### src/rtl/cpu_mem_pkg.sv
// Shared types and constants for the CPU memory-port arbiter.
package cpu_mem_pkg;

    typedef enum logic [1:0] {
        IDLE,
        GNT_I,
        GNT_D,
        RESP
    } arb_state_t;

    typedef enum logic {
        GRANT_I,
        GRANT_D
    } grant_t;

    localparam logic [31:0] BUS_ERR_DATA = 32'hDEADBEEF;

endpackage

### src/rtl/cpu_mem_watchdog.sv
// Cycle counter for an outstanding memory transaction; expired asserts once
// the transaction has been waiting TIMEOUT_CYCLES cycles.
module cpu_mem_watchdog #(
    parameter int TIMEOUT_CYCLES = 256
) (
    input  logic clk,
    input  logic rst_n,
    input  logic start,
    input  logic clear,
    output logic expired
);

    localparam int CW = (TIMEOUT_CYCLES > 1) ? $clog2(TIMEOUT_CYCLES) : 1;
    localparam logic [CW-1:0] LAST = CW'(TIMEOUT_CYCLES - 1);

    logic [CW-1:0] count_reg;
    logic          running_reg;

    always_ff @(posedge clk or negedge rst_n) begin
        if (!rst_n) begin
            count_reg   <= '0;
            running_reg <= 1'b0;
        end else if (clear) begin
            count_reg   <= '0;
            running_reg <= 1'b0;
        end else if (start) begin
            count_reg   <= '0;
            running_reg <= 1'b1;
        end else if (running_reg && !expired) begin
            count_reg <= count_reg + 1'b1;
        end
    end

    assign expired = running_reg && (count_reg == LAST);

endmodule

### src/rtl/cpu_mem_arbiter.sv
// Shares one memory port between CPU fetch and data requesters; dmem has
// priority subject to a streak limit. Optional timeout: CPU_MEM_ARB_TIMEOUT_EN.
module cpu_mem_arbiter
    import cpu_mem_pkg::*;
#(
    parameter int ADDR_WIDTH      = 32,
    parameter int DATA_WIDTH      = 32,
    parameter int DMEM_STREAK_MAX = 4,
    parameter int TIMEOUT_CYCLES  = 256
) (
    input  logic                  clk,
    input  logic                  rst_n,
    input  logic [ADDR_WIDTH-1:0] imem_addr,
    input  logic                  imem_read,
    output logic [DATA_WIDTH-1:0] imem_read_data,
    output logic                  imem_ready,
    input  logic [ADDR_WIDTH-1:0] dmem_addr,
    input  logic [DATA_WIDTH-1:0] dmem_write_data,
    input  logic                  dmem_read,
    input  logic                  dmem_write,
    input  logic [3:0]            dmem_byte_enable,
    output logic [DATA_WIDTH-1:0] dmem_read_data,
    output logic                  dmem_ready,
    output logic                  mem_req,
    output logic                  mem_we,
    output logic [ADDR_WIDTH-1:0] mem_addr,
    output logic [DATA_WIDTH-1:0] mem_wdata,
    output logic [3:0]            mem_be,
    input  logic [DATA_WIDTH-1:0] mem_rdata,
    input  logic                  mem_ack,
    output logic                  bus_error
);

    localparam int SW = $clog2(DMEM_STREAK_MAX + 1);
    localparam logic [SW-1:0] STREAK_MAX = SW'(DMEM_STREAK_MAX);

    if (DMEM_STREAK_MAX < 1 || TIMEOUT_CYCLES < 1) begin : g_param_check
        $error("cpu_mem_arbiter: DMEM_STREAK_MAX and TIMEOUT_CYCLES must be >= 1");
    end

    arb_state_t            state_reg;
    logic                  mem_req_reg, mem_we_reg;
    logic [ADDR_WIDTH-1:0] mem_addr_reg;
    logic [DATA_WIDTH-1:0] mem_wdata_reg;
    logic [3:0]            mem_be_reg;
    logic                  imem_ready_reg, dmem_ready_reg;
    logic [DATA_WIDTH-1:0] imem_rdata_reg, dmem_rdata_reg;
    logic [SW-1:0]         streak_reg, streak_next;

    logic                  grant_d, grant_i, resp_fire;
    logic [DATA_WIDTH-1:0] resp_data;
    logic [3:0]            dmem_be_sel;

    // Reads always use all four lanes; only stores carry the CPU's enables.
    genvar gi;
    for (gi = 0; gi < 4; gi++) begin : g_be_lane
        assign dmem_be_sel[gi] = dmem_write ? dmem_byte_enable[gi] : 1'b1;
    end

`ifdef CPU_MEM_ARB_TIMEOUT_EN
    logic wd_expired, resp_err, bus_error_reg;

    cpu_mem_watchdog #(
        .TIMEOUT_CYCLES(TIMEOUT_CYCLES)
    ) u_watchdog (
        .clk    (clk),
        .rst_n  (rst_n),
        .start  (grant_d | grant_i),
        .clear  (resp_fire),
        .expired(wd_expired)
    );
`endif

    always_comb begin
        grant_d = (state_reg == IDLE) && (dmem_read || dmem_write) &&
                  (!imem_read || (streak_reg < STREAK_MAX));
        grant_i = (state_reg == IDLE) && !grant_d && imem_read;

        streak_next = '0;
        if (imem_read) begin
            streak_next = (streak_reg == STREAK_MAX) ? streak_reg : streak_reg + 1'b1;
        end

        resp_fire = 1'b0;
        resp_data = mem_rdata;
`ifdef CPU_MEM_ARB_TIMEOUT_EN
        resp_err  = 1'b0;
`endif
        if (state_reg == GNT_I || state_reg == GNT_D) begin
            if (mem_ack) begin
                resp_fire = 1'b1;
                resp_data = mem_we_reg ? '0 : mem_rdata;
            end
`ifdef CPU_MEM_ARB_TIMEOUT_EN
            else if (wd_expired) begin
                resp_fire = 1'b1;
                resp_data = DATA_WIDTH'(BUS_ERR_DATA);
                resp_err  = 1'b1;
            end
`endif
        end
    end

    always_ff @(posedge clk or negedge rst_n) begin
        if (!rst_n) begin
            state_reg      <= IDLE;
            mem_req_reg    <= 1'b0;
            mem_we_reg     <= 1'b0;
            mem_addr_reg   <= '0;
            mem_wdata_reg  <= '0;
            mem_be_reg     <= '0;
            imem_ready_reg <= 1'b0;
            dmem_ready_reg <= 1'b0;
            imem_rdata_reg <= '0;
            dmem_rdata_reg <= '0;
            streak_reg     <= '0;
`ifdef CPU_MEM_ARB_TIMEOUT_EN
            bus_error_reg  <= 1'b0;
`endif
        end else begin
            imem_ready_reg <= 1'b0;
            dmem_ready_reg <= 1'b0;
`ifdef CPU_MEM_ARB_TIMEOUT_EN
            bus_error_reg  <= 1'b0;
`endif
            case (state_reg)
                IDLE: begin
                    if (grant_d) begin
                        state_reg     <= GNT_D;
                        mem_req_reg   <= 1'b1;
                        mem_we_reg    <= dmem_write;
                        mem_addr_reg  <= dmem_addr;
                        mem_wdata_reg <= dmem_write_data;
                        mem_be_reg    <= dmem_be_sel;
                        streak_reg    <= streak_next;
                    end else if (grant_i) begin
                        state_reg     <= GNT_I;
                        mem_req_reg   <= 1'b1;
                        mem_we_reg    <= 1'b0;
                        mem_addr_reg  <= imem_addr;
                        mem_wdata_reg <= '0;
                        mem_be_reg    <= 4'hF;
                        streak_reg    <= '0;
                    end
                end
                GNT_I, GNT_D: begin
                    if (resp_fire) begin
                        state_reg   <= RESP;
                        mem_req_reg <= 1'b0;
                        if (state_reg == GNT_D) begin
                            dmem_ready_reg <= 1'b1;
                            dmem_rdata_reg <= resp_data;
                        end else begin
                            imem_ready_reg <= 1'b1;
                            imem_rdata_reg <= resp_data;
                        end
`ifdef CPU_MEM_ARB_TIMEOUT_EN
                        bus_error_reg <= resp_err;
`endif
                    end
                end
                // The held request is ignored here so it is not reissued.
                RESP:    state_reg <= IDLE;
                default: state_reg <= IDLE;
            endcase
        end
    end

    assign mem_req        = mem_req_reg;
    assign mem_we         = mem_we_reg;
    assign mem_addr       = mem_addr_reg;
    assign mem_wdata      = mem_wdata_reg;
    assign mem_be         = mem_be_reg;
    assign imem_ready     = imem_ready_reg;
    assign dmem_ready     = dmem_ready_reg;
    assign imem_read_data = imem_rdata_reg;
    assign dmem_read_data = dmem_rdata_reg;
`ifdef CPU_MEM_ARB_TIMEOUT_EN
    assign bus_error      = bus_error_reg;
`else
    assign bus_error      = 1'b0;
`endif

endmodule
### config.mk
export PLATFORM = sky130hd
export DESIGN_NAME = cpu_mem_arbiter
export DESIGN_NICKNAME = d
export VERILOG_FILES = /design/src/rtl/cpu_mem_pkg.sv /design/src/rtl/cpu_mem_watchdog.sv /design/src/rtl/cpu_mem_arbiter.sv
export SDC_FILE = /design/constraint.sdc
export NUM_CORES = 1
export LEC_CHECK = 0
export CAP_MARGIN = 25
export CELL_PAD_IN_SITES_DETAIL_PLACEMENT = 1
export CELL_PAD_IN_SITES_GLOBAL_PLACEMENT = 1
export CORE_UTILIZATION = 30
export CTS_CLUSTER_SIZE = 20
export DETAILED_ROUTE_END_ITERATION = 10
export GPL_TIMING_DRIVEN = 1
export PLACE_DENSITY = 0.8
export SKIP_CTS_REPAIR_TIMING = 1
export SYNTH_ARGS = -nofsm -noshare
export SYNTH_HDL_FRONTEND = slang
export SYNTH_SLANG_ARGS = --single-unit
### constraint.sdc
create_clock -name clk -period 2.05 [get_ports clk]
set_input_delay 0.41 -clock clk [delete_from_list [all_inputs] [get_ports clk]]
set_output_delay 0.41 -clock clk [all_outputs]
set_load 0.1 [all_outputs]
* Word-level counts from Yosys, hierarchy flattened
Index checks and enable logic that the tools add are counted.
** Word-level totals
- Bits in registers :: 141
- Word-level logic and storage cells :: 75
- Output and inout bits :: 137
- Input bits :: 138
** Cells by class
- Equality and inequality tests :: 7
- Order comparisons :: 1
- Reductions and logical operators :: 19
- Bitwise operators :: 1
- $add $sub $neg :: 1
- Muxes and demuxes :: 35
** Operator list (number)
- $mux 32 :: 7
- $mux 1 :: 17
- $mux 3 :: 4
- $reduce_and 3->1 :: 4
- $mux 4 :: 2
- $mux 2 :: 3
- $ne 3x3->1 const B :: 2
- $pmux 2 s3 :: 1
- $eq 2x2->1 const B :: 2
- $logic_and 1x1->1 :: 4
- $reduce_and 2->1 :: 2
- $reduce_bool 2->1 :: 2
- $add 3x1->3 const B :: 1
- $eq 3x3->1 const B :: 1
- $logic_or 1x1->1 :: 3
- $lt 3x3->1 const B :: 1
- $eq 2x1->1 const B :: 1
- $logic_not 1->1 :: 2
- $logic_not 2->1 :: 1
- $ne 2x2->1 const B :: 1
- $pmux 1 s2 :: 1
- $reduce_or 2->1 :: 1
- $not 1->1 :: 1

* Logic depth before layout (Yosys ltp)
- Word-level depth :: 9
- Gate-level depth with buffers :: 7

* Worst setup path before layout
No wires, ideal clock.
- Path kind :: register to register
- Start :: register mem_we_reg, in the netlist mem_we
- End :: register dmem_rdata_reg[25], in the netlist dmem_read_data[25]
- Stages on the path, launching flop included :: 5
- Setup time :: 0.134 ns
- Data arrival time :: 1.594 ns
- Path slack :: 0.322 ns
- Cells stage by stage :: dfrtp_1 nand3_1 clkbuf_1 nand2_1 o21ai_0
** On the way
- Cells in the longest elaborated chain, start to end :: 3
** Ends and longest elaborated chain
- start: declaration :: RTL line cpu_mem_arbiter.sv:42 : logic mem_req_reg, mem_we_reg;
- start signal: assignment :: RTL line cpu_mem_arbiter.sv:131 : mem_we_reg <= dmem_write;
- $mux 32 :: RTL line cpu_mem_arbiter.sv:92 : resp_data = mem_we_reg ? '0 : mem_rdata;
- $mux 32 :: RTL line cpu_mem_arbiter.sv:90 : if (mem_ack) begin
- $mux 32 :: RTL line cpu_mem_arbiter.sv:89 : if (state_reg == GNT_I || state_reg == GNT_D) begin
- end signal: assignment :: RTL line cpu_mem_arbiter.sv:152 : dmem_rdata_reg <= resp_data;
- end: declaration :: RTL line cpu_mem_arbiter.sv:47 : logic [DATA_WIDTH-1:0] imem_rdata_reg, dmem_rdata_reg;
No other way between the ends.
A chain may end at the register's enable or synchronous reset.

* Worst setup path after layout
- Start :: register state_reg[1]
- End :: register mem_wdata_reg[21], in the netlist mem_wdata[21]
** On the way
- Cells in the longest elaborated chain, start to end :: 8
** Ends and longest elaborated chain
- start: declaration :: RTL line cpu_mem_arbiter.sv:41 : arb_state_t state_reg;
- start signal: assignment :: RTL line cpu_mem_arbiter.sv:106 : state_reg <= IDLE;
- start signal: assignment :: RTL line cpu_mem_arbiter.sv:129 : state_reg <= GNT_D;
- start signal: assignment :: RTL line cpu_mem_arbiter.sv:137 : state_reg <= GNT_I;
- $logic_not 2->1 (*) :: RTL line cpu_mem_arbiter.sv:75, cpu_mem_arbiter.sv:77, cpu_mem_arbiter.sv:126
- $logic_and 1x1->1 (2 in series) :: RTL line cpu_mem_arbiter.sv:75 : grant_d = (state_reg == IDLE) && (dmem_read || dmem_write) &&
- $logic_not 1->1 :: RTL line cpu_mem_arbiter.sv:77 : grant_i = (state_reg == IDLE) && !grant_d && imem_read;
- $logic_and 1x1->1 (2 in series) :: RTL line cpu_mem_arbiter.sv:77
- $reduce_bool 2->1 (no source line)
- $reduce_and 2->1 (no source line)
- end signal: assignment :: RTL line cpu_mem_arbiter.sv:133 : mem_wdata_reg <= dmem_write_data;
- end: declaration :: RTL line cpu_mem_arbiter.sv:44 : logic [DATA_WIDTH-1:0] mem_wdata_reg;
Mark *: on every way between the ends. The rest lies on a longest branch, timed or not.

==> out/metrics.yaml <==
floorplanning:
  die_w_um: 141
  fp.dieH_um: 141
  coreArea_um2: 18800
  io_pins: 275
  row_count: 50
  die-area_um2: 19800
  start_util_pct: 30.7
logic_synthesis:
  yosys.area.top_type: "dfrtp_1"
  synthCells: 556
  avgSynthCellArea_um2: 10.4
  synth_area_leaders: "dfrtp_1 61%, o21ai_0 8.2%, nand2_1 6.5%"
  ys_seq_area_share_pct: 61.3
  ys_types: 33
  syn_area_um2: 5760
  syn_nets: 699
  ys_seq_elements: 141
  yosysTopAreaCellShare_pct: 61.3
  synth_warnings: 0
sta:
  worstMarginPinSlew_ps: 861
  finalMaxSlewViolations: 0
  max_slew_margin_pct: 42.5
  clock.fmax_ghz: 0.531
  finalCritPeriodShare_pct: 91.8
  grt_setup_unrepaired: "no"
  final-setup-viol-count: 0
  fin_crit_ps: 1880
  final_hold_viol_count: 0
  clock_skew_ps: 11.7
routing:
  drt_iter0_drc: 223
  wl_per_cell_um: 18.4
  ant_nets: 0
  dr_total_vias: 5280
  viasPerCell: 4.94
  firstDrtPassIters: 7
  drc: 0
  routed_wl_mm: 19.7
critical_path:
  critical_path_class: "register to register"
  startpoint_type: "register"
  required_ps: 2400
  path_max_fanout: 34
  critPathArrivalTime_ps: 2230
  end_kind: "register"
flow_run:
  cap_violations: 0
layout:
  drive_above_1_share_pct: 22.9
  final_util_pct: 48.3
  diodes: 0
  nets: 964
  area_delta_synth_final_pct: 57.3
  postLayoutCellArea_um2: 9060
  fillers: 2089
placed_design:
  dp_hpwl_mm: 13.8
  io_buffer_count: 273
  place.gp.congestion: 0.754
  dpl_cell_area_um2: 8420
hold_path:
  hold_path.class: "register to register"
clock_tree:
  root_buffer: "clkbuf_16"
  htree_num_levels: 4
  clock_path_buffers: 2
  cts.sinks: 141
  cts_buffers: 17
  path_clk_slew_ps: 60
  cts_tree: "done"
  clk_latency_ps: 410
grt:
  track_usage_pct: 20.5
  grt_pass1_wl_mm: 31.1
  gr-total-overflow: 0
  grt_pass1_vias: 5727
  antenna_found_initial: 0
  grt_max_degree: 66
run_status:
  status: "finished clean"
-- cell usage in the layout, fill, tap and decap left out, types with 2 or more instances in the layout --
master	Yosys	final
clkdlybuf4s50_1	0	136
inv_1	7	7
ha_1	5	5
clkinvlp_4	0	2
nor2b_1	2	2
dfrtp_1	141	141
clkbuf_1	15	2
o21ai_0	94	94
bufinv_16	0	4
a21oi_1	33	33
nand3_1	4	3
clkinv_4	0	2
nor2_1	35	35
inv_6	0	3
a31oi_1	34	34
clkbuf_16	0	17
buf_4	9	146
o22a_1	4	4
o21ai_1	3	3
buf_12	0	9
nand2_1	100	100
a22o_1	32	32
-- Yosys cell counts --
library cell and n:
nor2b_1 2, nor3_1 1, ha_1 5, o21ai_2 1, o31ai_4 1, o21ai_1 3
clkbuf_2 2, nor2_1 35, mux2i_1 1, buf_4 9, conb_1 1, o22ai_1 1
clkbuf_1 15, nand2_1 100, o31a_1 1, dfrtp_1 141, o21ai_0 94, buf_2 13
a32o_1 1, o22a_1 4, o21a_1 1, buf_6 8, a21boi_0 1, and2_1 1
nor2_4 1, a21oi_1 33, mux2_2 1, a31oi_1 34, inv_1 7, nand3_1 4
a22o_1 32, a31o_1 1, nand3b_1 1
-- through the flow --
stage          std cells  worst slack (ps)  hold WS (ps)  setup TNS [ps]
6_report            1068               167           481               0
5_1_grt             1068              26.8           503               0
4_1_cts             1067               151         -79.1               0
3_5_place_dp        1035             -15.1           369           -89.6
3_3_place_gp        1035              38.2           367               0
2_1_floorplan        556               322           114               0
-- layout make-up --
type,instances,area (um2),share of cell area (%)
clock inverter,12,184,2.03
inverter,7,26.3,0.290
sequential,141,3530,39.0
tap,234,293,3.23
clock buffer,20,447,4.93
timing repair buffer,293,2660,29.4
multi-input combinational,361,1920,21.2
-- layer usage --
layer	global-route usage (%)	wire, um
met5	0	0
met4	11.0	821
met3	4.48	871
met2	35.6	10200
met1	23.6	7770
-- critical path: stages, from the launching register on --
cell	delay, ps
dfrtp_1	380
inv_1	100
ha_1	260
o21ai_2	110
nor2_4	680
a22o_1	270
-- path summary, 6_finish.rpt --
| check | from | endpoint | slack (ps) | cells past startpoint |
|---|---|---|---|---|
| max in group asynchronous | rst_n | imem_read_data[14]$_DFFE_PN0P_ | 960 | 3 |
| hold / removal | dmem_read_data[15]$_DFFE_PN0P_ | dmem_read_data[15]$_DFFE_PN0P_ | 480 | 2 |
| hold reg to reg | dmem_read_data[15]$_DFFE_PN0P_ | dmem_read_data[15]$_DFFE_PN0P_ | 480 | 2 |
| setup / recovery | state_reg[1]$_DFFE_PN0P_ | mem_wdata[21]$_DFFE_PN0P_ | 170 | 5 |
| min in group asynchronous | rst_n | dmem_read_data[20]$_DFFE_PN0P_ | 500 | 2 |
| setup reg to reg | state_reg[1]$_DFFE_PN0P_ | mem_wdata[21]$_DFFE_PN0P_ | 170 | 5 |
-- cells by family after synthesis --
| logic type | share of synthesized area, % |
|---|---|
| DFF | 61.3 |
| AOI/OAI and AO/OA | 21.8 |
| other | 0.0651 |
| buffers and inverters | 5.48 |
| adders and majority gates | 1.09 |
| muxes | 0.369 |
| and+or+nand+nor | 9.89 |
Power is left out: the tool's default activity adds up to more than one toggle a clock period on the data nets, which glitch-free logic cannot reach.
